===== config.mk =====
export PLATFORM = sky130hd
export DESIGN_NAME = mem_arbiter
export DESIGN_NICKNAME = d
export VERILOG_FILES = /design/src/rtl/mem_arbiter.sv
export SDC_FILE = /design/constraint.sdc
export NUM_CORES = 1
export LEC_CHECK = 0
export CAP_MARGIN = 20
export CORE_AREA = 2 2 109 111
export DETAILED_ROUTE_END_ITERATION = 6
export DIE_AREA = 0 0 111 113
export PLACE_DENSITY = 0.59
export SYNTH_ARGS = -nofsm -noshare
export SYNTH_HDL_FRONTEND = slang
export SYNTH_SLANG_ARGS = --single-unit
export TNS_END_PERCENT = 20

===== constraint.sdc =====
create_clock -name i_clk -period 4.3 [get_ports i_clk]
set_input_delay 0.43 -clock i_clk [delete_from_list [all_inputs] [get_ports i_clk]]
set_output_delay 0.43 -clock i_clk [all_outputs]
set_load 0.01 [all_outputs]

===== src/rtl/mem_arbiter.sv =====
// ============================================================================
//  mem_arbiter
//  Arbitrates instruction-fetch and data ports onto one shared memory port,
//  one outstanding transaction at a time, with bounded fetch starvation.
//  Revision: 1.0
// ============================================================================
`default_nettype none

module mem_arbiter #(
   parameter int unsigned STARVE_LIMIT = 3
) (
   input  logic        i_clk,
   input  logic        i_rst,
   input  logic        i_imem_req,
   input  logic [31:0] i_imem_addr,
   output logic        o_imem_gnt,
   output logic        o_imem_rvld,
   output logic [31:0] o_imem_rdata,
   input  logic        i_dmem_req,
   input  logic        i_dmem_wen,
   input  logic [31:0] i_dmem_addr,
   input  logic [31:0] i_dmem_wdata,
   input  logic [3:0]  i_dmem_mask,
   output logic        o_dmem_gnt,
   output logic        o_dmem_rvld,
   output logic [31:0] o_dmem_rdata,
   output logic        o_mem_req,
   output logic        o_mem_wen,
   output logic [31:0] o_mem_addr,
   output logic [31:0] o_mem_wdata,
   output logic [3:0]  o_mem_mask,
   input  logic        i_mem_ready,
   input  logic        i_mem_rvld,
   input  logic [31:0] i_mem_rdata,
   output logic        o_busy
);

   localparam logic [2:0] LIMIT = 3'(STARVE_LIMIT);

   typedef enum logic {
      IDLE = 1'b0,
      WAIT = 1'b1
   } state_t;

   state_t     state;
   state_t     state_nxt;
   logic       owner_is_data;
   logic [2:0] starve_cnt;
   logic       fetch_win;
   logic       accept;

   // Fetch only beats a pending data request once it has been passed over LIMIT times.
   assign fetch_win = i_imem_req && (!i_dmem_req || (starve_cnt == LIMIT));

   assign o_imem_rdata = i_mem_rdata;
   assign o_dmem_rdata = i_mem_rdata;

   always_comb begin
      o_mem_wen   = fetch_win ? 1'b0        : i_dmem_wen;
      o_mem_addr  = fetch_win ? i_imem_addr : i_dmem_addr;
      o_mem_wdata = fetch_win ? 32'd0       : i_dmem_wdata;
      o_mem_mask  = fetch_win ? 4'hF        : i_dmem_mask;
   end

   always_comb begin
      state_nxt   = state;
      o_mem_req   = 1'b0;
      o_imem_gnt  = 1'b0;
      o_dmem_gnt  = 1'b0;
      o_imem_rvld = 1'b0;
      o_dmem_rvld = 1'b0;
      o_busy      = 1'b0;
      accept      = 1'b0;
      case (state)
         IDLE: begin
            o_mem_req = i_imem_req || i_dmem_req;
            if (o_mem_req && i_mem_ready) begin
               accept     = 1'b1;
               o_imem_gnt = fetch_win;
               o_dmem_gnt = !fetch_win;
               state_nxt  = WAIT;
            end
         end
         WAIT: begin
            o_busy = 1'b1;
            if (i_mem_rvld) begin
               o_imem_rvld = !owner_is_data;
               o_dmem_rvld = owner_is_data;
               state_nxt   = IDLE;
            end
         end
         default: state_nxt = IDLE;
      endcase
      if (i_rst) begin
         state_nxt   = IDLE;
         o_mem_req   = 1'b0;
         o_imem_gnt  = 1'b0;
         o_dmem_gnt  = 1'b0;
         o_imem_rvld = 1'b0;
         o_dmem_rvld = 1'b0;
         o_busy      = 1'b0;
         accept      = 1'b0;
      end
   end

   always_ff @(posedge i_clk) begin
      if (i_rst) begin
         state         <= IDLE;
         owner_is_data <= 1'b0;
         starve_cnt    <= 3'd0;
      end else begin
         state <= state_nxt;
         if (accept) begin
            owner_is_data <= !fetch_win;
            if (fetch_win || !i_imem_req) begin
               starve_cnt <= 3'd0;
            end else if (starve_cnt < LIMIT) begin
               starve_cnt <= starve_cnt + 3'd1;
            end
         end
      end
   end

endmodule

`default_nettype wire


==> results.cfg <==
[power_and_ir_drop]
p_sw_frac = 0.2425
p_int_mw = 0.3819
max-vdd-ir-drop_v = 0.0001031
combPwrFrac = 0.596
p_leak_nw = 1.194
power_mw = 0.5042
switchingPower_mw = 0.1222
seq_power_share = 0.098
p_clk_frac = 0.305
p_per_area_mw_per_mm2 = 163.1

[worst_setup_path]
path_cells = ha_1, ha_1, nand2b_1, nand2_1, and2_1, clkdlybuf4s50_1
crit_required_ps = 3870
r2r.worst_path.cells = 5
cp_slowest_cell = nand2_1
crit_buf_inv = 1
worstPathArrival_ps = 2560
crit_fanout = 38
crit_family = simple AND/OR/NAND/NOR gates
start_kind = register
cp.depth = 6
worstSetupEndpointType = primary output
critical_path.max_stage_delay_ps = 660
path_class = register to primary output
crit_top_cell = ha_1

[finish]
area_growth_pct = 94.57
nNetsFinal = 435
diodes = 0
layout-drive-gt1-share = 0.1399

[synthesis]
synth_area_leaders = buf_4 30%, mux2_4 26%, and2_1 13%
avgSynthCellArea_um2 = 8.828
synth_area_mm2 = 0.001589
synth_cells = 180
yosysTopAreaCellShare = 0.3024
synth_cell_type_count = 26
yosys_warnings = 0
yosysSeqAreaShare = 0.06299
synth_top_cell_by_area = buf_4
ys_ff_latch = 5
synth_nets = 321

[clock_tree]
cts_resized = 0
clkSinkCount = 5
clock_latency_ps = 230
cts_setup_buffers = 0
cts_root_buffer = clkbuf_16
cts_tree = yes
cts_max_level = 1
cts_hold_buf = 0
cts_buffers = 3
clockBufferDepth = 2
path_clk_slew_ps = 30

[routing]
avgRoutedWirePerCell_um = 13.09
finalWirelength_mm = 5.706
dr.pass1.iters = 4
drt_iter0_markers = 32
drc = 0
vias_per_cell = 3.587
vias = 1564
ant_nets = 0

[hold_path]
hold_depth = 2
min_path_type = register to register

[sta]
holdWs_ps = 583.5
rsz0062_at_grt = no
setup_violations = 0
fin_worst_skew_ps = 0.4690
max_slew_margin = 0.3973
drv_slew = 0
tightest_slew_ps = 901.8
max_freq_mhz = 334.6
hold_viol_final = 0
min_period_over_period = 0.6951
timing.setup.tns_ps = 0
period_needed_ps = 2989

[grt]
grt_pass1_wl_mm = 8.404
grt_overflow = 0
grt_antenna_before_repair = 0
grt_max_degree = 39
grt.total_usage = 0.08295
grt_pass1_vias = 1653

[floorplan]
die_width_um = 111
die_y_um = 113
coreArea_mm2 = 0.01127
start_util = 0.1410
num_io_pins = 278
num_rows = 39
die_area_mm2 = 0.01254

[placement]
hpwl_mm = 5.017
port_buffers = 181
place_congestion = 0.7534

[flow_run]
maxCapViolations = 0

[status]
status = complete, no violations
-- cell families (layout without fill, tap and decap cells) --
kind of cell	Yosys count	in the layout	share of synthesized area
buffers and inverters	75	188	0.3638
and+or+nand+nor	58	58	0.2181
muxes	35	35	0.3142
AOI/OAI and AO/OA	5	5	0.02519
DFF	5	5	0.06299
adders and majority gates	2	2	0.01575
-- layer usage --
layer  wire length [µm]  global-route usage  vias up
li1                   -                   -      742
met3                835             0.04124       10
met4                 59             0.02000        0
met5                  0                   0        -
met1               1870             0.07592      671
met2               2940              0.1632      141
-- power groups by stage --
stage	Clock (mW)	Combinational, mW	Sequential, mW
after floorplan	0	0.170	0.0497
final	0.154	0.301	0.0494
after global routing	0.160	0.319	0.0496
after detailed placement	0	0.305	0.0500
after CTS	0.158	0.307	0.0494
after global placement	0	0.304	0.0500
-- worst paths after layout --
kind	start	endpoint	slack, ps
worst max-delay path	starve_cnt[0]	o_mem_wdata[22]	1310
worst min-delay path	starve_cnt[0]	starve_cnt[0]	580
worst max register to register	starve_cnt[0]	starve_cnt[1]	2560
worst min register to register	starve_cnt[0]	starve_cnt[0]	580
-- layout make-up --
cell class / count / area, µm²
Clock buffer: 4 / 78.83
Timing Repair Buffer: 181 / 1812
Multi-Input combinational cell: 100 / 910.9
Inverter: 3 / 11.26
Fill cell: 1169 / 8180
Tap cell: 143 / 178.9
Sequential cell: 5 / 100.1
-- flip-flops by register name, summed over array words and instances, names as in the netlist --
signal	flops
state	1
starve_cnt	3
owner_is_data	1
-- cells in the mapped netlist --
cell type	count
o21ai_0	1
nand2b_1	4
nand4bb_1	1
dfxtp_1	5
mux2_4	28
nand2_1	2
a21oi_1	1
and3_1	1
buf_4	64
nor2_1	8
nand3_1	1
buf_12	3
o2111ai_1	1
a311oi_2	1
and2_4	1
or2_2	1
a31oi_1	1
clkbuf_1	4
or2b_1	1
buf_6	1
mux2_2	7
nor2b_1	3
ha_1	2
nand3b_1	1
inv_1	3
and2_1	34
-- metrics by stage --
| step | cell area (µm²) | utilization | setup WS, ps | cells |
|---|---|---|---|---|
| 2_1_floorplan | 1589 | - | 2308 | 180 |
| 3_3_place_gp | 3013 | 0.2673 | 1371 | 432 |
| 3_5_place_dp | 3013 | 0.2673 | 1325 | 432 |
| 4_1_cts | 3092 | 0.2743 | 1259 | 436 |
| 5_1_grt | 3092 | 0.2743 | 1062 | 436 |
| 6_report | 3092 | 0.2743 | 1311 | 436 |
-- cells in the final DEF, fill, tap and decap left out --
cell type        Yosys  layout
a21oi_1              1       1
mux2_2               7       7
a311oi_2             1       1
a31oi_1              1       1
ha_1                 2       2
clkdlybuf4s50_1      0     181
nor2_1               8       8
nor2b_1              3       3
clkbuf_1             4       1
nand2_1              2       2
mux2_4              28      28
dfxtp_1              5       5
o2111ai_1            1       1
nand3_1              1       1
and2_4               1       1
inv_1                3       3
or2_2                1       1
and3_1               1       1
nand3b_1             1       1
or2b_1               1       1
nand2b_1             4       4
clkbuf_16            0       3
and2_1              34      34
nand4bb_1            1       1
o21ai_0              1       1
-- tightest hold or removal path, cell delays in order, from the launching register on --
cell	delay, ps
dfxtp_1	320
nor2_1	100
mux2_2	140
Power figures use the tool's default switching activity.
